==> src/rtl/sim_test_monitor.sv <==
// sim_test_monitor: test-completion monitor for the PipelinedCPU bench/FPGA.
// Snoops data-memory stores to the riscv-tests "tohost" word and the retire
// strobe. It reports PASS/FAIL, a watchdog TIMEOUT or a pipeline HANG as sticky
// flags, and keeps saturating cycle and retire counters while the test runs.
// Optional console capture is enabled by defining SIM_TEST_MONITOR_CONSOLE_EN.
// The console captures byte stores to CONSOLE_ADDR while the monitor is running.
module sim_test_monitor #(
  parameter int unsigned       XLEN           = 32,
  parameter int unsigned       ALEN           = 32,
  parameter logic [ALEN-1:0]   TOHOST_ADDR    = 32'h0000_1000,
  parameter int unsigned       TIMEOUT_CYCLES = 100_000,
  parameter int unsigned       HANG_CYCLES    = 1_024,
  parameter int unsigned       CNT_W          = 32
`ifdef SIM_TEST_MONITOR_CONSOLE_EN
  , parameter logic [ALEN-1:0] CONSOLE_ADDR   = 32'h0000_1004
`endif
) (
  input  logic             clk,
  input  logic             rst,
  input  logic [ALEN-1:0]  dmem_addr,
  input  logic [XLEN-1:0]  dmem_wdata,
  input  logic             dmem_we,
  input  logic [3:0]       dmem_be,
  input  logic             retire,
  output logic             done,
  output logic             pass,
  output logic             fail,
  output logic             timeout,
  output logic             hang,
  output logic [XLEN-1:0]  fail_code,
  output logic [CNT_W-1:0] cycle_count,
  output logic [CNT_W-1:0] retire_count,
  output logic             console_valid,
  output logic [7:0]       console_char
);

  typedef enum logic [2:0] {
    ST_RUN     = 3'd0,
    ST_PASS    = 3'd1,
    ST_FAIL    = 3'd2,
    ST_TIMEOUT = 3'd3,
    ST_HANG    = 3'd4
  } state_t;

  localparam logic [CNT_W-1:0] CNT_MAX      = {CNT_W{1'b1}};
  localparam logic [CNT_W-1:0] CNT_ONE      = CNT_W'(1);
  localparam bit               TIMEOUT_EN   = (TIMEOUT_CYCLES != 32'd0);
  localparam bit               HANG_EN      = (HANG_CYCLES != 32'd0);
  // The "-1" values are only consulted when the matching enable is set.
  localparam logic [CNT_W-1:0] TIMEOUT_LAST = CNT_W'(TIMEOUT_CYCLES - 32'd1);
  localparam logic [CNT_W-1:0] HANG_LAST    = CNT_W'(HANG_CYCLES - 32'd1);
  localparam logic [XLEN-1:0]  PASS_VALUE   = XLEN'(1);

  state_t           state_r;
  state_t           state_next_s;
  logic             tohost_hit_s;
  logic             term_hit_s;
  logic             timeout_s;
  logic             hang_s;
  logic             done_r;
  logic             pass_r;
  logic             fail_r;
  logic             timeout_r;
  logic             hang_r;
  logic [XLEN-1:0]  fail_code_r;
  logic [CNT_W-1:0] cycle_count_r;
  logic [CNT_W-1:0] retire_count_r;
  logic [CNT_W-1:0] idle_r;

  // Full-word store to tohost; only odd values end the test, even ones are syscalls.
  assign tohost_hit_s = dmem_we && (dmem_be == 4'hF) && (dmem_addr == TOHOST_ADDR);
  assign term_hit_s   = tohost_hit_s && dmem_wdata[0];
  assign timeout_s    = TIMEOUT_EN && (cycle_count_r == TIMEOUT_LAST);
  assign hang_s       = HANG_EN && !retire && (idle_r == HANG_LAST);

  // State register: RUN after reset, terminal states hold until the next reset.
  always_ff @(posedge clk or posedge rst) begin
    if (rst) begin
      state_r <= ST_RUN;
    end else begin
      state_r <= state_next_s;
    end
  end

  // Next-state decode with priority tohost hit > watchdog > hang.
  always_comb begin
    state_next_s = state_r;
    case (state_r)
      ST_RUN: begin
        if (term_hit_s) begin
          if (dmem_wdata == PASS_VALUE) begin
            state_next_s = ST_PASS;
          end else begin
            state_next_s = ST_FAIL;
          end
        end else if (timeout_s) begin
          state_next_s = ST_TIMEOUT;
        end else if (hang_s) begin
          state_next_s = ST_HANG;
        end else begin
          state_next_s = ST_RUN;
        end
      end
      ST_PASS, ST_FAIL, ST_TIMEOUT, ST_HANG: begin
        state_next_s = state_r;
      end
      default: begin
        state_next_s = ST_RUN;
      end
    endcase
  end

  // Registered status flags, taken from the next state so they rise on the deciding edge.
  always_ff @(posedge clk or posedge rst) begin
    if (rst) begin
      done_r      <= 1'b0;
      pass_r      <= 1'b0;
      fail_r      <= 1'b0;
      timeout_r   <= 1'b0;
      hang_r      <= 1'b0;
      fail_code_r <= '0;
    end else begin
      done_r    <= (state_next_s != ST_RUN);
      pass_r    <= (state_next_s == ST_PASS);
      fail_r    <= (state_next_s == ST_FAIL);
      timeout_r <= (state_next_s == ST_TIMEOUT);
      hang_r    <= (state_next_s == ST_HANG);
      if ((state_r == ST_RUN) && (state_next_s == ST_FAIL)) begin
        fail_code_r <= {1'b0, dmem_wdata[XLEN-1:1]};
      end
    end
  end

  // RUN-time counters: cycles, retires and retire silence, all saturating and frozen once terminal.
  always_ff @(posedge clk or posedge rst) begin
    if (rst) begin
      cycle_count_r  <= '0;
      retire_count_r <= '0;
      idle_r         <= '0;
    end else if (state_r == ST_RUN) begin
      if (cycle_count_r != CNT_MAX) begin
        cycle_count_r <= cycle_count_r + CNT_ONE;
      end
      if (retire && (retire_count_r != CNT_MAX)) begin
        retire_count_r <= retire_count_r + CNT_ONE;
      end
      if (retire) begin
        idle_r <= '0;
      end else if (idle_r != CNT_MAX) begin
        idle_r <= idle_r + CNT_ONE;
      end
    end
  end

  assign done         = done_r;
  assign pass         = pass_r;
  assign fail         = fail_r;
  assign timeout      = timeout_r;
  assign hang         = hang_r;
  assign fail_code    = fail_code_r;
  assign cycle_count  = cycle_count_r;
  assign retire_count = retire_count_r;

`ifdef SIM_TEST_MONITOR_CONSOLE_EN
  logic       console_hit_s;
  logic       console_valid_r;
  logic [7:0] console_char_r;

  assign console_hit_s = (state_r == ST_RUN) && dmem_we && dmem_be[0] &&
                         (dmem_addr == CONSOLE_ADDR);

  // Console byte capture: one-cycle valid pulse per byte store while running.
  always_ff @(posedge clk or posedge rst) begin
    if (rst) begin
      console_valid_r <= 1'b0;
      console_char_r  <= 8'h00;
    end else begin
      console_valid_r <= console_hit_s;
      if (console_hit_s) begin
        console_char_r <= dmem_wdata[7:0];
`ifndef SYNTHESIS
        $write("%c", dmem_wdata[7:0]);
`endif
      end
    end
  end

  assign console_valid = console_valid_r;
  assign console_char  = console_char_r;
`else
  assign console_valid = 1'b0;
  assign console_char  = 8'h00;
`endif

endmodule

==> config.mk <==
export PLATFORM = sky130hd
export DESIGN_NAME = sim_test_monitor
export DESIGN_NICKNAME = d
export VERILOG_FILES = /design/src/rtl/sim_test_monitor.sv
export SDC_FILE = /design/constraint.sdc
export NUM_CORES = 1
export LEC_CHECK = 0
export BUFFER_PORTS_ARGS = -buffer_cell sky130_fd_sc_hd__buf_2
export CAP_MARGIN = 0
export CORE_MARGIN = 2
export CORE_UTILIZATION = 31
export CTS_CLUSTER_SIZE = 30
export DETAILED_ROUTE_END_ITERATION = 16
export PLACE_DENSITY = 0.54
export SLEW_MARGIN = 30
export SYNTH_ARGS = -nofsm -noshare
export SYNTH_HDL_FRONTEND = slang
export SYNTH_SLANG_ARGS = --single-unit
==> constraint.sdc <==
create_clock -name clk -period 7.55 [get_ports clk]
set_clock_uncertainty 0.1 [all_clocks]
set_input_delay 0.755 -clock clk [delete_from_list [all_inputs] [get_ports clk]]
set_output_delay 0.755 -clock clk [all_outputs]
set_load 0.02 [all_outputs]
==> summary.md, run 1 <==
| Metric | Value |
|---|---|
| Status | `finished, final reports clean` |
| Worst slew margin | `36.5%` |
| TNS Setup | `0 ns` |
| Total track usage | `approximately 15%` |
| Top post-synthesis cells by area | `dfrtp_1 (49%), xnor2_1 (5.6%), mux2_2 (4.8%)` |
| R2r setup slk | `roughly 4.9 ns` |
| Root buf cell | `clkbuf_16` |
| Worst-path maximum fanout | `25` |
| Unrepaired setup endpoints after global routing | `no` |
| Design area | `8530 um2` |
| Power Total | `~1.7 mW` |
| DRC Markers | `0` |
| Cts repair resizes | `0` |
| Area delta synth->final | `24.3%` |
| # Post-CTS Setup Buffers | `0` |
| Final worst-path cycle share | `a little over a third` |
| Antenna violations before repair | `0` |
| ANT cells | `0` |
| Ports | `about 180` |
| Vias per inst | `about 5.0` |
| CTS clk-pin slew, worst paths | `0.07 ns` |
| Netlist cell types | `60` |
| Max-Cap Viols | `0` |
| DP HPWL | `roughly 12,000 um` |
| CP Class | `input port to register` |
| Core area | `~22,000 um2` |
| EDFF count, synth | `0` |
| H-tree levels | `4` |
| Placed cell count | `1,084` |
| Number of port buffers | `~170` |
| Sequential cell area fraction in the yosys report | `about half` |
| Std-Cell Rows | `54` |
| Critical path required time | `just under 8 ns` |
| Synthesized area per cell | `between 10 and 15 um2` |
| Yosys top cell by area | `dfrtp_1` |
| Mapped Cells | `around 650` |
| Clock tree buffer depth | `2` |
| Initial Utilization | `31.5%` |
| DR iter-0 viols | `~230` |
| Worst-margin pin slew | `between 0.9 and 1 ns` |
| CTS Hold Bufs | `0` |
| Share of cells above drive strength 1 | `between 30% and 40%` |
| Fin. Hold Viols | `0` |
| Die width | `153 um` |
| Commonest cells after routing, fill and taps aside | `buf_2 (171), dfrtp_1 (135), nand2_1 (61), xnor2_1 (44), nand4_1 (41)` |
| Period minus WS final | `2.74 ns` |
| Largest net degree at the start of global routing | `between 70 and 80` |
| Nets@finish | `~900` |
| Crit path DAT | `2.94 ns` |
| CP Capture Type | `register` |
| Routed WL | `around 18,000 um` |
| Leak pwr | `slightly above 4 nW` |
| RePlAce Congestion | `a little under 0.8` |
| Post-Syn Area | `6860 um2` |
| DR vias | `5,618` |
| Num CTS Buffers | `17` |
| Post-Layout Cell Count | `1,116` |
| Critical path startpoint category | `input port` |
| Congestion Overflow GR | `0` |
| Die area | `between 20,000 and 25,000 um2` |
| TritonRoute pass-1 iters | `4` |
| Power per Cell Area | `between 200 and 250 nW/um2` |
| Final ANT Viol Nets | `0` |
| DR WL/cell | `about 16 um` |
| CTS tree | `built` |
| Worst skew pair latency | `~0.42 ns` |
| Setup Viol. Count Final | `0` |
| Cell Area, Placed | `about 7900 um2` |
| Hold crit path type | `input port to asynchronous set/reset pin` |
| Synth top area share | `between 40% and 50%` |
| Clock sinks | `~140` |
| Vias in the first global route | `5,714` |
| Flops & latches, synth | `roughly 140` |
| Primary FF master, synth | `dfrtp_1` |
| Count of pins over their slew limit | `0` |
| Most common cell after layout, fill and taps aside | `buf_2` |
| Syn. warnings | `0` |
| FFs w/ async S/R, synth | `100%` |
| Fmax achieved | `approximately 0.36 GHz` |
| DIE HEIGHT | `approximately 150 um` |
| First-pass GRT wire length | `slightly below 30,000 um` |
| Worst vdd ir | `~0.18 mV` |
==> per-layer routing <==
layer | GRT usage [%] | wire, um
met5 | 0 | 0
met1 | 20.3 | 8260
met4 | 4.72 | 179
met3 | 5.06 | 1050
met2 | 24.0 | 8050
==> synthesized netlist by cell type (17+ instances only) <==
library cell and count:
xor2_1 17, dfrtp_1 135, nand4_1 41, mux2_2 29, a21oi_1 19, nor2_1 24, xnor2_1 44, nor4_1 33
or4_1 18, nand2_1 61, nand3_1 36, nor3_1 22
==> worst max-delay path: stages <==
cell	delay (ns)
buf_2	0.17
or2b_2	0.32
nor4_2	0.32
nor4b_4	0.74
buf_4	0.39
nor3_1	0.12
mux2i_1	0.12
==> where the power goes <==
group          switching (mW)  total [mW]  leakage, nW  internal, mW
Clock                   0.348       0.851        0.287         0.503
Sequential             0.0283       0.769         1.85         0.741
Combinational          0.0778       0.124         1.89        0.0457
Total                   0.454        1.74         4.03          1.29
==> state kept, by name (all words and copies together), names as in the netlist <==
register,count
idle_r,32
pass,1
hang,1
cycle_count,32
fail,1
state_r,3
retire_count,32
done,1
timeout,1
fail_code,31
==> final timing paths <==
check | start | end | cells past startpoint
max in group asynchronous | rst | idle_r[25]$_DFFE_PP0P_ | 3
worst min register to register | fail_code[0]$_DFFE_PP0P_ | fail_code[0]$_DFFE_PP0P_ | 1
worst max register to register | idle_r[23]$_DFFE_PP0P_ | idle_r[21]$_DFFE_PP0P_ | 6
worst min-delay path | rst | fail_code[27]$_DFFE_PP0P_ | 2
min in group clk | fail_code[0]$_DFFE_PP0P_ | fail_code[0]$_DFFE_PP0P_ | 1
worst max-delay path | retire | idle_r[21]$_DFFE_PP0P_ | 7
==> stage by stage <==
stage	hold slack, ns	setup slack, ns	util (%)
6_report	0.310	4.81	39.2
2_1_floorplan	0.413	3.08	-
3_5_place_dp	0.373	4.40	36.4
3_3_place_gp	0.366	4.46	36.4
4_1_cts	0.316	4.82	39.2
5_1_grt	0.352	4.63	39.2
==> kinds of logic (layout without fill, tap and decap cells) <==
family | Yosys count | count (layout) | share of synthesized area [%]
buf+inv | 47 | 220 | 4.07
flops | 135 | 135 | 49.3
mux | 36 | 36 | 5.84
simple gates | 304 | 304 | 26.2
xor+xnor | 61 | 61 | 7.79
compound gates | 67 | 67 | 6.20
other cells | 1 | 10 | 0.0547
fa+ha+maj | 3 | 3 | 0.548
==> final cells by class <==
cell class              count  area [um2]
fillers                  2215       13200
flip-flops and latches    135        3380
multi-input cells         481        3250
repair buffers            176         897
clock buffers              18         439
well taps                 280         350
clock inverters            14         160
inverters                  12        50.0
No activity file was read; power rests on OpenSTA's default activity.
==> run 2, diff against run 1 <==
Settings changed: PLACE_DENSITY 0.54 to 0.56.
Clock period 7.55 ns to 2.5 ns, I/O delays scaled along.
==> run 2 against run 1 <==
Against the previous run:
- sequential power increased to 3.0 times the previous value
- power grew to 3.0 times the previous value
- combinational power grew to 3.4 times the previous value
- non-clock buffer count rose by 50
- routed wire length up 2.8%
- via count is 5.0% higher
- core utilization increased by 2.2 points
- hold slack lost 0.29 ns
- cell count is 4.3% higher
- sequential share of layout area is 2.1 points lower
- worst setup slack got worse by 4.6 ns
- largest cell class unchanged
==> summary.md, run 2 (synthesis results as in run 1) <==
| Metric | Value |
|---|---|
| Status | `finished, final reports clean` |
| Congestion Overflow GR | `0 (unchanged)` |
| Worst R2R Path Depth | `6 (unchanged)` |
| TritonRoute pass-1 iters | `6 (+2)` |
| CP Capture Type | `register` |
| Ordered list of cells on the worst path | `dlygate4sd3_1, buf_2, nor4_1, nand4_1, nor2_1, nor3_4, buf_12, mux2_1` |
| Largest delay share family, worst path | `simple AND/OR/NAND/NOR gates` |
| Routed WL | `18,000 um (+2.8%)` |
| Vias in the first global route | `6,044 (+5.8%)` |
| Cell-internal power | `4.03 mW (+210%)` |
| Die width | `153 um (unchanged)` |
| TNS Setup | `0 ns (unchanged)` |
| Worst slew margin | `51.8% (+15 points)` |
| Commonest cells after routing, fill and taps aside | `buf_2 (171), dfrtp_1 (135), nand2_1 (61), xnor2_1 (44), nand4_1 (41)` |
| Power per Cell Area | `591 nW/um2 (+190%)` |
| Worst r2r src | `cycle_count[0]$_DFFE_PP0P_` |
| Clock network power share | `48.5% (-0.3 points)` |
| Critical path startpoint category | `input port` |
| Critical path required time | `2.70 ns (-5.05 ns)` |
| Final worst-path cycle share | `between 90 and 100%` |
| First-pass GRT wire length | `30,700 um (+3.8%)` |
| CP Class | `input port to register` |
| Clock tree buffer depth | `2 (unchanged)` |
| Power Total | `5.32 mW (+200%)` |
| Std-Cell Rows | `54 (unchanged)` |
| Max stage delay on crit path | `0.54 ns (-0.20 ns)` |
| Worst-margin pin slew | `0.724 ns (-0.226 ns)` |
| Final ANT Viol Nets | `0 (unchanged)` |
| Num CTS Buffers | `17 (unchanged)` |
| Root buf cell | `clkbuf_16` |
| Switching fraction of total power | `24.3% (-1.7 points)` |
| Seq pwr share | `43.6% (-0.5 points)` |
| Max-Cap Viols | `0 (unchanged)` |
| Area of the multi-input gates | `3250 um2 (unchanged)` |
| DP HPWL | `12,400 um (+1.2%)` |
| Area delta synth->final | `31.3%` |
| Clock sinks | `135 (unchanged)` |
| CTS clk-pin slew, worst paths | `0.06 ns (about the same)` |
| Vias per inst | `5.07 (+0.65%)` |
| RePlAce Congestion | `0.758 (-1.5%)` |
| DRC Markers | `0 (unchanged)` |
| Initial Utilization | `31.5% (unchanged)` |
| WHS Endpoint | `fail_code[10]$_DFFE_PP0P_` |
| Psw | `1.29 mW (+180%)` |
| Fin. Hold Viols | `0 (unchanged)` |
| Min-delay src | `dmem_wdata[11]` |
| Crit path DAT | `2.45 ns (-0.49 ns)` |
| ANT cells | `0 (unchanged)` |
| Worst skew pair latency | `0.42 ns (about the same)` |
| Fill cell count | `2,125 (-4.1%)` |
| Critical path's slowest cell | `dlygate4sd3_1` |
| H-tree levels | `4 (unchanged)` |
| Reg-to-reg critical path endpoint | `cycle_count[14]$_DFFE_PP0P_` |
| Buf/Inv on CP | `3 (+1)` |
| Core area | `21,800 um2 (unchanged)` |
| Ports | `182 (unchanged)` |
| Part of the power in combinational logic | `7.9% (+0.8 points)` |
| Count of pins over their slew limit | `0 (unchanged)` |
| Nets@finish | `948 (+5.6%)` |
| Unrepaired setup endpoints after global routing | `no` |
| Antenna violations before repair | `0 (unchanged)` |
| Worst vdd ir | `0.419 mV (+140%)` |
| Storage cell area | `3380 um2 (unchanged)` |
| Largest net degree at the start of global routing | `136 (+79%)` |
| Die area | `23,300 um2 (unchanged)` |
| Worst-path maximum fanout | `31 (+24%)` |
| DR iter-0 viols | `267 (+15%)` |
| Fmax achieved | `between 0.4 and 0.5 GHz` |
| R2r setup slk | `0.25 ns (-4.62 ns)` |
| Setup Viol. Count Final | `0 (unchanged)` |
| Leak pwr | `4.26 nW (+5.7%)` |
| Most common cell after layout, fill and taps aside | `buf_2` |
| Worst hold stages | `2` |
| DR vias | `5,898 (+5.0%)` |
| Hold crit path type | `input port to register` |
| DR WL/cell | `15.5 um (-1.4%)` |
| Number of port buffers | `171 (unchanged)` |
| DIE HEIGHT | `153 um (unchanged)` |
| Period minus WS final | `between 2 and 2.5 ns` |
| Total track usage | `15.9% (+0.50 points)` |
| Share of cells above drive strength 1 | `31.8% (+0.21 points)` |
| CTS tree | `built` |
[run 2: cell types whose count changed in the layout (fill, tap and decap cells not counted), moves of 2 or more]
cell,delta
buf_12,+2
buf_4,+18
inv_6,-6
dlygate4sd3_1,+31
[run 2: how the worst max path moves through the flow]
| stage | start | to | slack [ns] | cells after the start |
|---|---|---|---|---|
| 2_1_floorplan | idle_r[0]$_DFFE_PP0P_ | idle_r[22]$_DFFE_PP0P_ | 0.32 | 6 |
| 5_1_grt | cycle_count[0]$_DFFE_PP0P_ | cycle_count[28]$_DFFE_PP0P_ | 0.09 | 6 |
| 3_3_place_gp | dmem_addr[15] | fail_code[14]$_DFFE_PP0P_ | 0.25 | 7 |
| 4_1_cts | dmem_wdata[6] | fail_code[2]$_DFFE_PP0P_ | 0.25 | 8 |
| 6_report | dmem_wdata[13] | fail_code[2]$_DFFE_PP0P_ | 0.25 | 8 |
| 3_5_place_dp | dmem_addr[27] | fail_code[4]$_DFFE_PP0P_ | 0.25 | 7 |
[run 2: per-stage QoR]
| stage | area [um2] | utilization, % | setup slack, ns | hold WS (ns) | std cells |
|---|---|---|---|---|---|
| floorplan | 6890 | - | 0.315 | 0.285 | 663 |
| global placement | 8080 | 37.2 | 0.250 | 0.367 | 1103 |
| detailed placement | 8080 | 37.2 | 0.252 | 0.373 | 1103 |
| CTS | 8990 | 41.3 | 0.252 | 0.00751 | 1164 |
| global route | 9000 | 41.4 | 0.0939 | 0.00483 | 1164 |
| finish | 9000 | 41.4 | 0.246 | 0.0230 | 1164 |
[run 2: layout make-up]
cell class | instances | share of cell area [%]
well taps | 280 | 3.89
flip-flops and latches | 135 | 37.5
multi-input cells | 481 | 36.1
clock inverters | 11 | 1.65
repair buffers | 226 | 15.2
clock buffers | 19 | 5.03
inverters | 12 | 0.542
[run 2: power by group through the flow]
stage / clock [mW] / sequential [mW] / combinational, mW
3_5_place_dp: 0 / 2.36 / 0.386
4_1_cts: 2.65 / 2.32 / 0.422
5_1_grt: 2.74 / 2.33 / 0.461
2_1_floorplan: 0 / 2.40 / 0.170
6_report: 2.58 / 2.32 / 0.419
3_3_place_gp: 0 / 2.35 / 0.385
[run 2: metal layers]
metal / share of wire [%] / wire length (um) / global-route usage (%) / up-vias
li1: - / - / - / 2850
met1: 45 / 8190 / 20.7 / 2870
met2: 48 / 8680 / 26.1 / 166
met3: 5.6 / 1010 / 4.49 / 12
met4: 0.89 / 161 / 4.06 / 0
met5: 0 / 0 / 0 / -
[run 2: worst register-to-register path, stage by stage, from the launching register on]
cell and delay [ns]:
dfrtp_1 0.44, ha_1 0.24, nand4_1 0.19, or4_1 0.56, a31oi_1 0.31, nand4_1 0.16, xnor2_1 0.15
[run 2: repair_timing]
item | in CTS | in global routing
setup endpoints to repair | 0 | 1
hold buffers | 31 | 0
hold endpoints to repair | 39 | 0
buffers inserted | 0 | 0
resized for setup | 0 | 1
==> run 3, diff against run 2 <==
--- a/config.mk
+++ b/config.mk
@@ -9,7 +9,7 @@
 export CAP_MARGIN = 0
-export CORE_MARGIN = 2
-export CORE_UTILIZATION = 31
+export CORE_MARGIN = 10
+export CORE_UTILIZATION = 36
 export CTS_CLUSTER_SIZE = 30
 export DETAILED_ROUTE_END_ITERATION = 16
-export PLACE_DENSITY = 0.56
+export PLACE_DENSITY = 0.62
 export SLEW_MARGIN = 30
==> constraint.sdc (replaced) <==
create_clock -name clk -period 2.5 [get_ports clk]
set_clock_uncertainty 0.1 [all_clocks]
set_input_delay 0.625 -clock clk [delete_from_list [all_inputs] [get_ports clk]]
set_output_delay 0.625 -clock clk [all_outputs]
set_load 0.02 [all_outputs]
==> run 3 against run 2 <==
Against the previous run:
- hold slack better by 0.034 ns
- largest cell class unchanged
- cell area is 3.9% lower
- sequential power hardly changed
- worst setup slack improved by 0.020 ns
- power is 4.2% lower
- routed wire length grew 2.6%
- clock power is 7% lower
- count of clock-buffer cells in the layout is 1 higher
==> summary.md, run 3 (synthesis results as in run 1) <==
| Metric | Value |
|---|---|
| Status | `finished, final reports clean` |
| RePlAce Congestion | `0.780 (+3.0%)` |
| Root buf cell | `clkbuf_16` |
| Std-Cell Rows | `50 (-7.4%)` |
| Count of pins over their slew limit | `0 (unchanged)` |
| Worst vdd ir | `0.566 mV (+35%)` |
| Max-Cap Viols | `0 (unchanged)` |
| Post-Layout Cell Count | `1,096 (-5.8%)` |
| CP Capture Type | `register` |
| Num CTS Buffers | `17 (unchanged)` |
| DRC Markers | `0 (unchanged)` |
| Most common cell after layout, fill and taps aside | `buf_2` |
| DR vias | `5,828 (-1.2%)` |
| Final core utilization | `46.2% (+4.9 points)` |
| Hold crit path type | `input port to asynchronous set/reset pin` |
| H-tree levels | `4 (unchanged)` |
| ANT cells | `0 (unchanged)` |
| Clock sinks | `135 (unchanged)` |
| Clock tree buffer depth | `2 (unchanged)` |
| # Post-CTS Setup Buffers | `0 (unchanged)` |
| Vias per inst | `5.32 (+4.9%)` |
| Worst-path maximum fanout | `11 (-65%)` |
| CTS clk-pin slew, worst paths | `0.06 ns (about the same)` |
| Final setup margin | `0.265 ns (+0.0196 ns)` |
| TritonRoute pass-1 iters | `4 (-2)` |
| Ordered list of cells on the worst path | `ha_1, nand4_1, or4_4, or4_1, a21oi_1` |
| Cell Area, Placed | `8080 um2 (about the same)` |
| Pre-CTS WS | `-0.0922 ns (-0.344 ns)` |
| Power per Cell Area | `589 nW/um2 (-0.27%)` |
| Congestion Overflow GR | `0 (unchanged)` |
| Leak pwr | `4.14 nW (-2.8%)` |
| Design area | `8650 um2 (-3.9%)` |
| Routed WL | `18,500 um (+2.6%)` |
| Fmax achieved | `0.447 GHz (+0.88%)` |
| Unrepaired setup endpoints after global routing | `no` |
| DP HPWL | `13,700 um (+11%)` |
| TNS Setup | `0 ns (unchanged)` |
| DR WL/cell | `16.9 um (+8.9%)` |
| CTS Hold Bufs | `0 (-100%)` |
| Largest net degree at the start of global routing | `95 (-30%)` |
| Area delta synth->final | `26.1%` |
| Worst slew margin | `63.1% (+11 points)` |
| Critical path startpoint category | `register` |
| Ports | `182 (unchanged)` |
| Period minus WS final | `2.23 ns (-0.0196 ns)` |
| Crit path DAT | `2.47 ns (+0.02 ns)` |
| First-pass GRT wire length | `30,400 um (-0.92%)` |
| Worst R2R Path Depth | `5 (-1)` |
| Critical path required time | `2.74 ns (+0.04 ns)` |
| Antenna violations before repair | `0 (unchanged)` |
| Final ANT Viol Nets | `0 (unchanged)` |
| Share of cells above drive strength 1 | `33.4% (+1.6 points)` |
| DR iter-0 viols | `306 (+15%)` |
| Critical path's slowest cell | `or4_4` |
| Fin. Hold Viols | `0 (unchanged)` |
| Cts repair resizes | `0 (unchanged)` |
| Final worst-path cycle share | `89.4% (-0.79 points)` |
| Worst skew pair latency | `0.42 ns (about the same)` |
| Total track usage | `14.9% (-0.99 points)` |
| Core area | `18,700 um2 (-14%)` |
| Initial Utilization | `36.7% (+5.1 points)` |
| DIE HEIGHT | `158 um (+3.5%)` |
| Setup Viol. Count Final | `0 (unchanged)` |
| Nets@finish | `924 (-2.5%)` |
| Worst-margin pin slew | `0.549 ns (-0.175 ns)` |
| Vias in the first global route | `5,884 (-2.6%)` |
| Max stage delay on crit path | `0.64 ns (+0.10 ns)` |
| Commonest cells after routing, fill and taps aside | `buf_2 (171), dfrtp_1 (135), nand2_1 (61), xnor2_1 (44), nand4_1 (41)` |
| CP Class | `register to register` |
| Number of port buffers | `171 (unchanged)` |
| CTS tree | `built` |
| Placed cell count | `1,064 (-3.5%)` |
| Die area | `25,000 um2 (+7.0%)` |
| Die width | `158 um (+3.5%)` |
## run 3: changes by cell type in the layout (fill, tap and decap cells not counted), moves of 2 or more
cell and change:
clkbuf_1 +2, buf_4 +7, inv_6 +4, bufinv_16 -2
dlygate4sd3_1 -31
## run 3: routing by layer
layer / global-route usage [%] / up-vias / part of all wire, %
met3: 5.54 / 16 / 7.3
met2: 22.9 / 172 / 46
li1: - / 2810 / -
met4: 3.35 / 0 / 0.92
met5: 0 / - / 0
met1: 19.5 / 2830 / 46
## run 3: cell type report
type,count,area [um2]
clock buffers,20,447
clock inverters,12,118
fillers,1719,10100
inverters,12,48.8
multi-input cells,481,3250
flip-flops and latches,135,3380
well taps,234,293
repair buffers,202,1110
## run 3: path summary, 6_finish.rpt
kind                                           from                           end  slack (ns)
setup / recovery              idle_r[0]$_DFFE_PP0P_        idle_r[26]$_DFFE_PP0P_        0.27
hold reg to reg            fail_code[0]$_DFFE_PP0P_      fail_code[0]$_DFFE_PP0P_        0.38
min in group clk                      dmem_wdata[1]      fail_code[0]$_DFFE_PP0P_        0.35
hold / removal                                  rst  retire_count[31]$_DFFE_PP0P_        0.06
max in group asynchronous                       rst        idle_r[12]$_DFFE_PP0P_        1.47
setup reg to reg              idle_r[0]$_DFFE_PP0P_        idle_r[26]$_DFFE_PP0P_        0.27
## run 3: stage by stage
stage / total power [mW] / hold WS (ns)
CTS: 5.16 / 0.0432
global route: 5.31 / 0.0574
floorplan: 2.57 / 0.413
detailed placement: 2.75 / 0.369
finish: 5.10 / 0.0573
global placement: 2.74 / 0.364
## run 3: power by group
group	switching, mW	internal [mW]	total, mW
Sequential	0.0790	2.24	2.32
Combinational	0.241	0.144	0.385
Clock	0.983	1.41	2.39
Total	1.30	3.79	5.10
## run 3: critical path, delay by kind of cell, from the launching register on
| family | cells | cell delay, ns |
|---|---|---|
| flops | 1 | 0.41 |
| compound gates | 1 | 0.15 |
| simple gates | 3 | 1.27 |
| fa+ha+maj | 1 | 0.24 |
